$ cat src/rtl/ccff_bitstream_loader.sv
// ccff_bitstream_loader: serializes parallel bitstream words MSB-first onto the
// fabric configuration chain (ccff_head) and gates prog_clk via ccff_shift_en.
// Optional chain self-test: define CCFF_CHAIN_TEST_EN to add test_start and the
// TEST state that walks a single 1 through the chain and checks ccff_tail.
module ccff_bitstream_loader #(
   parameter int unsigned CHAIN_LEN = 1024,
   parameter int unsigned WORD_W    = 32,
   parameter int unsigned CNT_W     = 16
) (
   input  logic              prog_clk,
   input  logic              prog_reset,
   input  logic              start,
`ifdef CCFF_CHAIN_TEST_EN
   input  logic              test_start,
`endif
   input  logic [WORD_W-1:0] word_data,
   input  logic              word_valid,
   output logic              word_ready,
   output logic              ccff_head,
   output logic              ccff_shift_en,
   input  logic              ccff_tail,
   output logic              busy,
   output logic              done,
   output logic              error,
   output logic [CNT_W-1:0]  bits_sent
);

   localparam int unsigned      WC_W    = $clog2(WORD_W + 1);
   localparam logic [CNT_W-1:0] LP_LAST = CNT_W'(CHAIN_LEN - 1);
   localparam logic [WC_W-1:0]  LP_WLAST = WC_W'(WORD_W - 1);
`ifdef CCFF_CHAIN_TEST_EN
   localparam logic [CNT_W-1:0] LP_TAIL1 = CNT_W'(CHAIN_LEN);
   localparam logic [CNT_W-1:0] LP_TAIL0 = CNT_W'(CHAIN_LEN + 1);
`endif

   typedef enum logic [2:0] {
      S_IDLE,
      S_LOAD,
      S_SHIFT,
`ifdef CCFF_CHAIN_TEST_EN
      S_TEST,
`endif
      S_FIN
   } state_t;

   state_t             r_state, w_state_nxt;
   logic [WORD_W-1:0]  r_sreg, w_sreg_nxt;
   logic [WC_W-1:0]    r_wcnt, w_wcnt_nxt;
   logic [CNT_W-1:0]   r_bits, w_bits_nxt;
   logic               r_ready;
   logic               r_head, w_head_nxt;
   logic               r_shen, w_shen_nxt;
   logic               r_busy;
   logic               r_done;
`ifdef CCFF_CHAIN_TEST_EN
   logic               r_error, w_error_nxt;
`else
   logic               w_unused_tail;
`endif

   // Next-state, datapath and next-output decode; head/shift_en are computed
   // for the upcoming cycle so the outputs themselves come straight from flops.
   always_comb begin
      w_state_nxt = r_state;
      w_sreg_nxt  = r_sreg;
      w_wcnt_nxt  = r_wcnt;
      w_bits_nxt  = r_bits;
      w_head_nxt  = 1'b0;
      w_shen_nxt  = 1'b0;
`ifdef CCFF_CHAIN_TEST_EN
      w_error_nxt = r_error;
`endif
      case (r_state)
         S_IDLE: begin
            if (start) begin
               w_state_nxt = S_LOAD;
               w_bits_nxt  = '0;
`ifdef CCFF_CHAIN_TEST_EN
               w_error_nxt = 1'b0;
`endif
            end
`ifdef CCFF_CHAIN_TEST_EN
            else if (test_start) begin
               // a test run also clears the sticky error so each run reports on its own
               w_state_nxt = S_TEST;
               w_bits_nxt  = '0;
               w_error_nxt = 1'b0;
               w_head_nxt  = 1'b1;
               w_shen_nxt  = 1'b1;
            end
`endif
         end
         S_LOAD: begin
            if (word_valid && r_ready) begin
               w_state_nxt = S_SHIFT;
               w_sreg_nxt  = word_data;
               w_wcnt_nxt  = '0;
               w_head_nxt  = word_data[WORD_W-1];
               w_shen_nxt  = 1'b1;
            end
         end
         S_SHIFT: begin
            w_sreg_nxt = r_sreg << 1;
            w_bits_nxt = r_bits + 1'b1;
            w_wcnt_nxt = r_wcnt + 1'b1;
            if (r_bits == LP_LAST) begin
               w_state_nxt = S_FIN;
            end else if (r_wcnt == LP_WLAST) begin
               w_state_nxt = S_LOAD;
            end else begin
               w_head_nxt = w_sreg_nxt[WORD_W-1];
               w_shen_nxt = 1'b1;
            end
         end
`ifdef CCFF_CHAIN_TEST_EN
         S_TEST: begin
            w_bits_nxt = r_bits + 1'b1;
            if ((r_bits == LP_TAIL1) && !ccff_tail) w_error_nxt = 1'b1;
            if ((r_bits == LP_TAIL0) &&  ccff_tail) w_error_nxt = 1'b1;
            if (r_bits == LP_TAIL0) begin
               w_state_nxt = S_FIN;
            end else begin
               w_shen_nxt = 1'b1;
            end
         end
`endif
         S_FIN: begin
            w_state_nxt = S_IDLE;
         end
         default: begin
            w_state_nxt = S_IDLE;
         end
      endcase
   end

   // State, datapath and registered outputs.
   always_ff @(posedge prog_clk or posedge prog_reset) begin
      if (prog_reset) begin
         r_state <= S_IDLE;
         r_sreg  <= '0;
         r_wcnt  <= '0;
         r_bits  <= '0;
         r_ready <= 1'b0;
         r_head  <= 1'b0;
         r_shen  <= 1'b0;
         r_busy  <= 1'b0;
         r_done  <= 1'b0;
      end else begin
         r_state <= w_state_nxt;
         r_sreg  <= w_sreg_nxt;
         r_wcnt  <= w_wcnt_nxt;
         r_bits  <= w_bits_nxt;
         r_ready <= (w_state_nxt == S_LOAD);
         r_head  <= w_head_nxt;
         r_shen  <= w_shen_nxt;
`ifdef CCFF_CHAIN_TEST_EN
         r_busy  <= (w_state_nxt == S_LOAD) || (w_state_nxt == S_SHIFT) ||
                    (w_state_nxt == S_TEST);
`else
         r_busy  <= (w_state_nxt == S_LOAD) || (w_state_nxt == S_SHIFT);
`endif
         r_done  <= (w_state_nxt == S_FIN);
      end
   end

`ifdef CCFF_CHAIN_TEST_EN
   // Sticky chain-test error flag.
   always_ff @(posedge prog_clk or posedge prog_reset) begin
      if (prog_reset) r_error <= 1'b0;
      else            r_error <= w_error_nxt;
   end
   assign error = r_error;
`else
   assign w_unused_tail = ccff_tail;
   assign error         = 1'b0;
`endif

   assign word_ready    = r_ready;
   assign ccff_head     = r_head;
   assign ccff_shift_en = r_shen;
   assign busy          = r_busy;
   assign done          = r_done;
   assign bits_sent     = r_bits;

endmodule

$ cat config.mk
export PLATFORM = sky130hd
export DESIGN_NAME = ccff_bitstream_loader
export DESIGN_NICKNAME = d
export VERILOG_FILES = /design/src/rtl/ccff_bitstream_loader.sv
export SDC_FILE = /design/constraint.sdc
export NUM_CORES = 1
export LEC_CHECK = 0
export CAP_MARGIN = 15
export CORE_UTILIZATION = 40
export DETAILED_ROUTE_END_ITERATION = 10
export GPL_TIMING_DRIVEN = 0
export PLACE_DENSITY = 0.66
export RECOVER_POWER = 50
export SYNTH_ARGS = -nofsm -noshare
export SYNTH_HDL_FRONTEND = slang
export SYNTH_SLANG_ARGS = --single-unit
$ cat constraint.sdc
create_clock -name prog_clk -period 2.95 [get_ports prog_clk]
set_input_delay 0.7375 -clock prog_clk [delete_from_list [all_inputs] [get_ports prog_clk]]
set_output_delay 0.7375 -clock prog_clk [all_outputs]
set_load 0.01 [all_outputs]
# After elaboration in Yosys (flattened, before gate mapping)
# Index checks and enable logic that the tools add are counted.
totals:
  out_inout_bits: 22
  register_bits: 61
  word_cells: 46
classes:
  n_reduce_logical: 7
  muxes: 19
  n_addsub: 2
  eq_ne: 9
ops:
  columns: ["op", "n"]
  rows:
  - ["31-bit case mux with 2 select lines", 1]
  - ["16-bit case mux with 2 select lines", 1]
  - ["31-bit two-way mux", 1]
  - ["16-bit by 1-bit adder with 16-bit output, second input constant", 1]
  - ["16-bit by 10-bit equality test with 1-bit output, second input constant", 1]
  - ["16-bit two-way mux", 1]
  - ["3-bit two-way mux", 4]
  - ["6-bit case mux with 2 select lines", 1]
  - ["3-bit by 2-bit equality test with 1-bit output, second input constant", 3]
  - ["3-bit case mux with 3 select lines", 1]
  - ["6-bit by 1-bit adder with 6-bit output, second input constant", 1]
  - ["3-bit by 1-bit equality test with 1-bit output, second input constant", 2]
  - ["6-bit by 5-bit equality test with 1-bit output, second input constant", 1]
  - ["1-bit two-way mux", 6]
  - ["6-bit two-way mux", 1]
  - ["2-bit inequality test, second input constant", 2]
  - ["1-bit case mux with 2 select lines", 2]
  - ["2-bit AND reduction", 2]
  - ["2-bit nonzero test", 2]
  - ["3-bit logical NOT", 1]
  - ["1-bit logical AND", 1]
  - ["1-bit logical OR", 1]

# Logic depth before layout (Yosys ltp)
# Gate-level depths: netlist (run 1).
depth:
  ltp_word: 6
  mapped_depth: 6
  mapped_depth_nobuf: 5

# Least setup slack after synthesis (run 1)
# No wires, ideal clock.
synth_path:
  path_kind: "register -> register"
  start: "reg r_state[2]"
  end: "reg r_bits[13], in the netlist bits_sent[13]"
  t_arrival_ps: 1691
  path_slack_ps: 1131
  stages_incl_launch_ff: 6
  required_time_ps: 2821
  path_cell_list: "dfrtp_1 -> or3b_4 -> or4_1 -> buf_2 -> o211ai_2 -> o31ai_2"
synth_via:
  elab_chain_len: 3
synth_rtl:
  columns: ["item", "line", "source"]
  rows:
  - ["start, declared", "46", "state_t r_state, w_state_nxt;"]
  - ["start signal, assigned", "149", "r_state <= w_state_nxt;"]
  - ["3-bit by 2-bit equality test with 1-bit output or 3-bit logical NOT (tied branches)", "73", "case (r_state)"]
  - ["2-bit nonzero test (no line) or 2-bit inequality test (tied branches)", null, null]
  - ["2-bit AND reduction (no line)", null, null]
  - ["end signal, assigned", "152", "r_bits <= w_bits_nxt;"]
  - ["end, declared", "49", "logic [CNT_W-1:0] r_bits, w_bits_nxt;"]
# Several ways; a longest one is shown, not always the timed one.
# A chain may end at the register's enable or synchronous reset.

# Final worst setup path (run 1)
layout_path:
  start: "in word_valid"
  end: "reg r_wcnt[1]"
layout_via:
  elab_chain_len: 3
layout_rtl:
  columns: ["item", "line", "source"]
  rows:
  - ["start, declared", "17", "input logic word_valid,"]
  - ["1-bit logical AND", "94", "if (word_valid && r_ready) begin"]
  - ["2-bit inequality test (no line)", null, null]
  - ["2-bit AND reduction (no line)", null, null]
  - ["end signal, assigned", "151", "r_wcnt <= w_wcnt_nxt;"]
  - ["end, declared", "48", "logic [WC_W-1:0] r_wcnt, w_wcnt_nxt;"]
# Every way passes these cells.

==> results of run 1 <==
-- power groups by stage --
stage	Clock, µW	Combinational [µW]	Sequential (µW)
2_1_floorplan	0	185	1130
3_3_place_gp	0	271	1150
3_5_place_dp	0	286	1160
4_1_cts	857	288	1140
5_1_grt	897	329	1170
6_report	832	282	1140
-- stage by stage --
stage	utilization	setup slack [ns]	instance area (µm²)	total power (µW)	hold slack (ns)
2_1_floorplan	-	0.699	2710	1310	0.440
3_3_place_gp	0.524	-0.422	3360	1420	0.459
3_5_place_dp	0.527	0.326	3380	1440	0.463
4_1_cts	0.562	0.686	3610	2290	0.480
5_1_grt	0.561	0.450	3600	2400	0.502
6_report	0.561	0.619	3600	2260	0.473
-- metal layers --
metal  wire length (µm)  track usage  vias to the layer above
met5                  0            0                        -
met4                 67       0.0596                        0
met3                226       0.0580                        5
met2               2660        0.273                       47
met1               2800        0.240                     1052
li1                   -            -                     1106
-- sequential cells by signal, indices dropped and copies added (netlist names) --
| register | count |
|---|---|
| r_sreg | 31 |
| bits_sent | 16 |
| r_wcnt | 6 |
| r_state | 3 |
| busy | 1 |
| ccff_head | 1 |
| ccff_shift_en | 1 |
| done | 1 |
| word_ready | 1 |
-- cells in the mapped netlist (2+ instances only) --
master / n
sky130_fd_sc_hd__ha_1: 2
sky130_fd_sc_hd__a31oi_1: 2
sky130_fd_sc_hd__inv_1: 2
sky130_fd_sc_hd__and2_1: 3
sky130_fd_sc_hd__o211ai_2: 2
sky130_fd_sc_hd__or4_1: 2
sky130_fd_sc_hd__o211ai_1: 2
sky130_fd_sc_hd__nor2_1: 7
sky130_fd_sc_hd__dfrtp_1: 61
sky130_fd_sc_hd__buf_1: 3
sky130_fd_sc_hd__a22oi_1: 30
sky130_fd_sc_hd__nor3_1: 2
sky130_fd_sc_hd__nand3_1: 13
sky130_fd_sc_hd__o21ai_0: 13
sky130_fd_sc_hd__and3_1: 3
sky130_fd_sc_hd__mux2i_1: 9
sky130_fd_sc_hd__o31ai_2: 2
sky130_fd_sc_hd__clkbuf_1: 10
sky130_fd_sc_hd__nand2_1: 82
sky130_fd_sc_hd__nand4_1: 5
sky130_fd_sc_hd__a21oi_1: 2
sky130_fd_sc_hd__o31ai_1: 2
-- layout make-up --
class | instances | area (µm²) | share of cell area
Buffer | 15 | 61.3 | 0.0170
Clock buffer | 12 | 155 | 0.0431
Clock inverter | 4 | 70.1 | 0.0195
Inverter | 2 | 7.51 | 0.00208
Multi-Input combinational cell | 196 | 1100 | 0.307
Sequential cell | 61 | 1530 | 0.424
Tap cell | 77 | 96.3 | 0.0267
Timing Repair Buffer | 57 | 581 | 0.161
-- kinds of logic after synthesis --
logic type / synth area share
AND/OR/NAND/NOR: 0.204
buffers and inverters: 0.0255
adder cells (fa/ha/maj): 0.00926
flip-flops: 0.565
other: 0.00139
multiplexers: 0.0333
AO/OA/AOI/OAI: 0.158
XOR/XNOR: 0.00324
-- worst max path at each step --
stage | to | from | slack [ns]
6_report | r_wcnt[1] | word_valid | 0.62
5_1_grt | r_sreg[14] | word_valid | 0.45
3_3_place_gp | bits_sent[5] | prog_reset | -0.42
4_1_cts | r_wcnt[1] | word_valid | 0.69
3_5_place_dp | r_sreg[11] | word_valid | 0.33
2_1_floorplan | bits_sent[0] | prog_reset | 0.70
-- worst min-delay path, stage by stage, from the launching register on --
cell and delay [ns]:
sky130_fd_sc_hd__dfrtp_1 0.34, sky130_fd_sc_hd__nand2_1 0.05, sky130_fd_sc_hd__nand2_1 0.05
==> tab_implementation.tex, run 1 <==
\begin{tabular}{lr}
\hline
Metric & Value \\
\hline
\multicolumn{2}{l}{\textbf{Pwr}} \\
Leakage & 0.00169 µW \\
Logic gate share of total power & 0.125 \\
Sw frac & 0.254 \\
Sequential share of power & 0.507 \\
Power share of the clock group & 0.369 \\
Maximum ir drop on the vdd rail & 396 µV \\
Net switching power figure & 573 µW \\
Internal power & 1680 µW \\
Power Dens Cells & 626 nW/µm² \\
\multicolumn{2}{l}{\textbf{Worst setup path}} \\
Worst path buffer plus inverter count & 2 \\
CP max-delay cell & sky130\_fd\_sc\_hd\_\_dlygate4sd3\_1 \\
Longest individual stage delay on the worst path & 0.53 ns \\
Critical path cell sequence & dlygate4sd3\_1 -> nand3\_1 -> nor3\_1 -> clkbuf\_1 -> o21ai\_0 \\
Internal reg-to-reg setup slack & 0.90 ns \\
Capturing point of the worst reg2reg path & bits\_sent[12] \\
Crit-path leading delay family & buffers and inverters \\
Crit. End Element & register \\
Levels on crit path & 5 \\
Worst setup SP type & input pin \\
Category of the critical setup timing path & input pin to register \\
Depth of the worst register-to-register path & 5 \\
Data required time at the worst endpoint & 3.15 ns \\
Worst Path Max Fanout & 10 \\
Reg-to-reg startpoint & bits\_sent[0] \\
Arrival time of the worst setup path & 2.53 ns \\
\multicolumn{2}{l}{\textbf{STA}} \\
Aggregate negative setup slack & 0 ns \\
Number of hold-slack violations in the final timing report & 0 \\
Fmax & 0.429 GHz \\
Tmin final & 2.33 ns \\
Setup repair after global routing missed its margin & false \\
Period utilization & 0.790 \\
Headroom to the max-slew limit & 0.437 \\
Final setup violation count & 0 \\
Count of pins over their slew limit & 0 \\
Final worst clock skew & 0.00958 ns \\
Worst Max-Slew Pin Slew & 0.844 ns \\
\multicolumn{2}{l}{\textbf{Clocking}} \\
PostCTS Resize Cnt & 0 \\
Longest Clk Path Bufs & 2 \\
Clock latency reported for the late side of the worst-skew pair & 0.34 ns \\
Number of CTS-inserted buffers & 9 \\
Clk root buf & sky130\_fd\_sc\_hd\_\_clkbuf\_8 \\
Clock tree sinks & 61 \\
Number of hold buffers added after CTS & 0 \\
Buffers inserted by post-CTS timing repair & 0 \\
H-Tree Depth & 3 \\
Clock tree from TritonCTS & built \\
Reg clk slew, reported paths & 0.07 ns \\
\multicolumn{2}{l}{\textbf{Die}} \\
Area inside the core boundary & 6420 µm² \\
DIE WIDTH & 84.2 µm \\
Initial core utilization & 0.421 \\
Num rows & 29 \\
Num ports & 59 \\
Die height & 84.2 µm \\
Die ar. & 7090 µm² \\
\multicolumn{2}{l}{\textbf{Synthesis}} \\
Async S/R FF share, synth & 1.00 \\
Post-synth top flop & sky130\_fd\_sc\_hd\_\_dfrtp\_1 \\
Library cell occupying the most area in the post-synthesis netlist & sky130\_fd\_sc\_hd\_\_dfrtp\_1 \\
Cell types occupying the most area after synthesis & sky130\_fd\_sc\_hd\_\_dfrtp\_1, sky130\_fd\_sc\_hd\_\_nand2\_1, sky130\_fd\_sc\_hd\_\_a22oi\_1 \\
Post-synth EDFFs & 0 \\
Average size of a mapped cell & 9.90 µm² \\
Share of the yosys chip area belonging to registers & 0.565 \\
Share of Yosys cell area claimed by the top area cell type & 0.565 \\
Synth warn & 0 \\
Total standard cell area after synthesis & 2700 µm² \\
Register bit total from synthesis & 61 \\
Unique cell type count in the Yosys netlist & 36 \\
Gate count after technology mapping & 273 \\
\multicolumn{2}{l}{\textbf{Drt}} \\
Wirelength, routed & 5.76 mm \\
Antenna violation net count after detailed routing & 0 \\
First-pass iteration count of the detailed router & 7 \\
Total via count after detailed routing & 2210 \\
DRT iter0 DRCs & 121 \\
Number of design rule violations left after detail routing & 2 \\
Routed length per placed instance & 13.6 µm \\
DR vias/cell & 5.21 \\
\multicolumn{2}{l}{\textbf{GRT}} \\
Number of global-route vias before repair & 2092 \\
Global-route wire length before repair & 9.91 mm \\
Overall fraction of global-route tracks in use & 0.178 \\
Antenna violations before repair & 0 \\
Global route total overflow & 0 \\
Largest net degree at the start of global routing & 42 \\
\multicolumn{2}{l}{\textbf{Place}} \\
Weighted congestion at the end of routability-driven global placement & 0.780 \\
Count of port buffers added during placement & 56 \\
DPL Wire Length & 4.06 mm \\
Cells after DPL & 408 \\
\multicolumn{2}{l}{\textbf{Final layout}} \\
Most common library cell in the layout ignoring fill and taps & sky130\_fd\_sc\_hd\_\_nand2\_1 \\
NumNets Final & 381 \\
Commonest cells after routing, fill and taps aside & sky130\_fd\_sc\_hd\_\_nand2\_1, sky130\_fd\_sc\_hd\_\_dfrtp\_1, sky130\_fd\_sc\_hd\_\_clkdlybuf4s50\_1 \\
ANT cells & 0 \\
Number of filler cells placed in the layout & 596 \\
Non-filler instance count after layout & 424 \\
Layout-stage area growth over the synthesis result & 33.3\% \\
Layout cell share with drive strength beyond 1 & 0.0692 \\
\multicolumn{2}{l}{\textbf{Min path}} \\
Worst hold path endpoint & r\_sreg[30] \\
Hold Crit Start & r\_sreg[30] \\
Hold Path Cell Cnt & 2 \\
Worst Hold Class & register to register \\
\multicolumn{2}{l}{\textbf{Status}} \\
Result of the run & complete, but fails checks \\
Violated checks & DRC \\
\multicolumn{2}{l}{\textbf{Run}} \\
Total of max-cap violations & 0 \\
\hline
\end{tabular}
Power figures use the tool's default switching activity.
==> inputs of run 2 (changes only) <==
--- a/config.mk
+++ b/config.mk
@@ -9,7 +9,7 @@
 export CORE_UTILIZATION = 40
 export DETAILED_ROUTE_END_ITERATION = 10
 export GPL_TIMING_DRIVEN = 0
-export PLACE_DENSITY = 0.66
+export PLACE_DENSITY = 0.68
 export RECOVER_POWER = 50
 export SYNTH_ARGS = -nofsm -noshare
 export SYNTH_HDL_FRONTEND = slang
==> constraint.sdc (replaced) <==
create_clock -name prog_clk -period 2.1 [get_ports prog_clk]
set_input_delay 0.525 -clock prog_clk [delete_from_list [all_inputs] [get_ports prog_clk]]
set_output_delay 0.525 -clock prog_clk [all_outputs]
set_load 0.01 [all_outputs]
==> tab_implementation.tex, run 2 (synthesis gave the netlist of run 1 again) <==
\begin{tabular}{lr}
\hline
Metric & Value \\
\hline
\multicolumn{2}{l}{\textbf{GRT}} \\
Antenna violations before repair & 0 (unchanged) \\
Global-route wire length before repair & 9.80 mm (-1.0\%) \\
Overall fraction of global-route tracks in use & 0.177 (-0.000625) \\
Global route total overflow & 0 (unchanged) \\
Number of global-route vias before repair & 2075 (-0.81\%) \\
Largest net degree at the start of global routing & 37 (-12\%) \\
\multicolumn{2}{l}{\textbf{Pwr}} \\
Sequential share of power & 0.513 (+0.006) \\
Power share of the clock group & 0.362 (-0.007) \\
Maximum ir drop on the vdd rail & 593 µV (+50\%) \\
Sw frac & 0.267 (+0.0134) \\
Internal power & 2300 µW (+37\%) \\
Power Dens Cells & 870 nW/µm² (+39\%) \\
Total power of the final layout & 3140 µW (+39\%) \\
Leakage & 0.00169 µW (+0.37\%) \\
Net switching power figure & 839 µW (+46\%) \\
Logic gate share of total power & 0.126 (about the same) \\
\multicolumn{2}{l}{\textbf{Clocking}} \\
Clock tree sinks & 61 (unchanged) \\
Number of CTS-inserted buffers & 9 (unchanged) \\
PostCTS Resize Cnt & 0 (unchanged) \\
Clk root buf & sky130\_fd\_sc\_hd\_\_clkbuf\_8 \\
Reg clk slew, reported paths & 0.07 ns (about the same) \\
Clock latency reported for the late side of the worst-skew pair & 0.33 ns (about the same) \\
Longest Clk Path Bufs & 2 (unchanged) \\
Clock tree from TritonCTS & built \\
H-Tree Depth & 3 (unchanged) \\
Number of hold buffers added after CTS & 0 (unchanged) \\
Buffers inserted by post-CTS timing repair & 0 (unchanged) \\
\multicolumn{2}{l}{\textbf{Drt}} \\
First-pass iteration count of the detailed router & 7 (unchanged) \\
DRT iter0 DRCs & 124 (+2.5\%) \\
Wirelength, routed & 5.77 mm (+0.24\%) \\
Routed length per placed instance & 13.6 µm (+0.24\%) \\
Total via count after detailed routing & 2223 (+0.59\%) \\
Antenna violation net count after detailed routing & 0 (unchanged) \\
DR vias/cell & 5.24 (+0.59\%) \\
Number of design rule violations left after detail routing & 6 (+4) \\
\multicolumn{2}{l}{\textbf{Place}} \\
DPL Wire Length & 4.11 mm (+1.2\%) \\
Count of port buffers added during placement & 56 (unchanged) \\
DP Worst Slack & -0.316 ns (-0.642 ns) \\
Cells after DPL & 408 (unchanged) \\
Weighted congestion at the end of routability-driven global placement & 0.788 (+1.0\%) \\
\multicolumn{2}{l}{\textbf{Final layout}} \\
Register bank with the most flops & r\_sreg \\
NumNets Final & 381 (unchanged) \\
Commonest cells after routing, fill and taps aside & sky130\_fd\_sc\_hd\_\_nand2\_1, sky130\_fd\_sc\_hd\_\_dfrtp\_1, sky130\_fd\_sc\_hd\_\_clkdlybuf4s50\_1 \\
ANT cells & 0 (unchanged) \\
Non-filler instance count after layout & 424 (unchanged) \\
Number of filler cells placed in the layout & 577 (-3.2\%) \\
Number of flip-flops under the largest register name & 31 (unchanged) \\
Layout cell share with drive strength beyond 1 & 0.0836 (+0.0144) \\
Most common library cell in the layout ignoring fill and taps & sky130\_fd\_sc\_hd\_\_nand2\_1 \\
Layout-stage area growth over the synthesis result & 33.5\% \\
\multicolumn{2}{l}{\textbf{STA}} \\
Worst Max-Slew Pin Slew & 0.986 ns (+0.142 ns) \\
Aggregate negative setup slack & 0 ns (unchanged) \\
Period utilization & 0.926 \\
Final setup violation count & 0 (unchanged) \\
Headroom to the max-slew limit & 0.342 (-0.0947) \\
Worst Setup Slack, final & 0.154 ns (-0.465 ns) \\
Count of pins over their slew limit & 0 (unchanged) \\
Number of hold-slack violations in the final timing report & 0 (unchanged) \\
Tmin final & 1.95 ns \\
Final worst clock skew & 0.00876 ns (-0.000815 ns) \\
Worst Hold Slack & 0.479 ns (+0.00617 ns) \\
Fmax & 0.514 GHz \\
Setup repair after global routing missed its margin & false \\
\multicolumn{2}{l}{\textbf{Worst setup path}} \\
Worst Path Max Fanout & 7 (-3) \\
Critical path cell sequence & or3b\_4 -> or4\_1 -> buf\_2 -> o211ai\_2 -> o31ai\_2 \\
Category of the critical setup timing path & register to register \\
CP max-delay cell & sky130\_fd\_sc\_hd\_\_or4\_1 \\
Levels on crit path & 5 (unchanged) \\
Data required time at the worst endpoint & 2.31 ns (-0.84 ns) \\
Worst setup SP type & register \\
Longest individual stage delay on the worst path & 0.52 ns (about the same) \\
Crit-path leading delay family & simple AND/OR/NAND/NOR gates \\
Crit. End Element & register \\
Arrival time of the worst setup path & 2.16 ns (-0.37 ns) \\
Worst path buffer plus inverter count & 1 (-1) \\
Depth of the worst register-to-register path & 5 (unchanged) \\
\multicolumn{2}{l}{\textbf{Run}} \\
Total of max-cap violations & 0 (unchanged) \\
\multicolumn{2}{l}{\textbf{Status}} \\
Violated checks & DRC \\
Result of the run & complete, but fails checks \\
\multicolumn{2}{l}{\textbf{Min path}} \\
Worst Hold Class & register to register \\
Hold Path Cell Cnt & 2 (unchanged) \\
\multicolumn{2}{l}{\textbf{Die}} \\
DIE WIDTH & 84.2 µm (unchanged) \\
Die height & 84.2 µm (unchanged) \\
Die ar. & 7090 µm² (unchanged) \\
Num ports & 59 (unchanged) \\
Area inside the core boundary & 6420 µm² (unchanged) \\
Initial core utilization & 0.421 (unchanged) \\
Num rows & 29 (unchanged) \\
\hline
\end{tabular}
## run 2: cell types whose count changed in the layout (fill, tap and decap cells not counted)
cell / change
sky130_fd_sc_hd__nor3_2: +1
sky130_fd_sc_hd__nor3_1: -1
sky130_fd_sc_hd__clkinv_2: -1
sky130_fd_sc_hd__clkbuf_1: -1
sky130_fd_sc_hd__clkbuf_8: -2
sky130_fd_sc_hd__buf_1: -2
sky130_fd_sc_hd__dlygate4sd3_1: +2
sky130_fd_sc_hd__nor4b_2: +1
sky130_fd_sc_hd__clkinvlp_4: +3
sky130_fd_sc_hd__clkbuf_2: +3
sky130_fd_sc_hd__clkdlybuf4s50_1: -2
sky130_fd_sc_hd__nor4b_1: -1
## run 2: per-stage QoR
step | cell area, µm² | util
2_1_floorplan | 2710 | -
3_3_place_gp | 3360 | 0.524
3_5_place_dp | 3380 | 0.527
4_1_cts | 3600 | 0.560
5_1_grt | 3610 | 0.562
6_report | 3610 | 0.562
## run 2: power groups by stage
stage	clock network, µW	registers [µW]	logic (µW)
4_1_cts	1150	1610	405
3_3_place_gp	0	1620	380
6_report	1140	1610	395
5_1_grt	1210	1650	465
3_5_place_dp	0	1630	403
2_1_floorplan	0	1590	260
## run 2: cell type report
| type | instances | area [µm²] | area share |
|---|---|---|---|
| multi-input combinational | 196 | 1120 | 0.309 |
| clock inverter | 6 | 87.6 | 0.0243 |
| timing repair buffer | 57 | 581 | 0.161 |
| tap | 77 | 96.3 | 0.0267 |
| inverter | 2 | 7.51 | 0.00208 |
| clock buffer | 10 | 128 | 0.0354 |
| sequential | 61 | 1530 | 0.423 |
| buffer | 15 | 65.1 | 0.0180 |
## run 2: worst reg2reg max path, delay by kind of cell, from the launching register on
kind	cells	cell delay, ns
AOI/OAI and AO/OA	2	0.26
and+or+nand+nor	2	0.95
DFF	1	0.44
buffers and inverters	1	0.18
## run 2: final timing paths
| check | startpoint | endpoint | slack (ns) |
|---|---|---|---|
| worst max-delay path | r_state[2] | bits_sent[13] | 0.15 |
| worst min-delay path | r_sreg[21] | r_sreg[21] | 0.48 |
| worst max register to register | r_state[2] | bits_sent[13] | 0.15 |
| worst min register to register | r_sreg[21] | r_sreg[21] | 0.48 |
| max in group asynchronous | prog_reset | bits_sent[2] | 0.52 |
| min in group asynchronous | prog_reset | r_sreg[1] | 0.86 |
## run 2: routing by layer
metal / share of wire / up-vias / track usage
met5: 0 / - / 0
met4: 0.022 / 0 / 0.0940
met3: 0.030 / 11 / 0.0324
met2: 0.46 / 43 / 0.261
met1: 0.49 / 1063 / 0.251
li1: - / 1106 / -
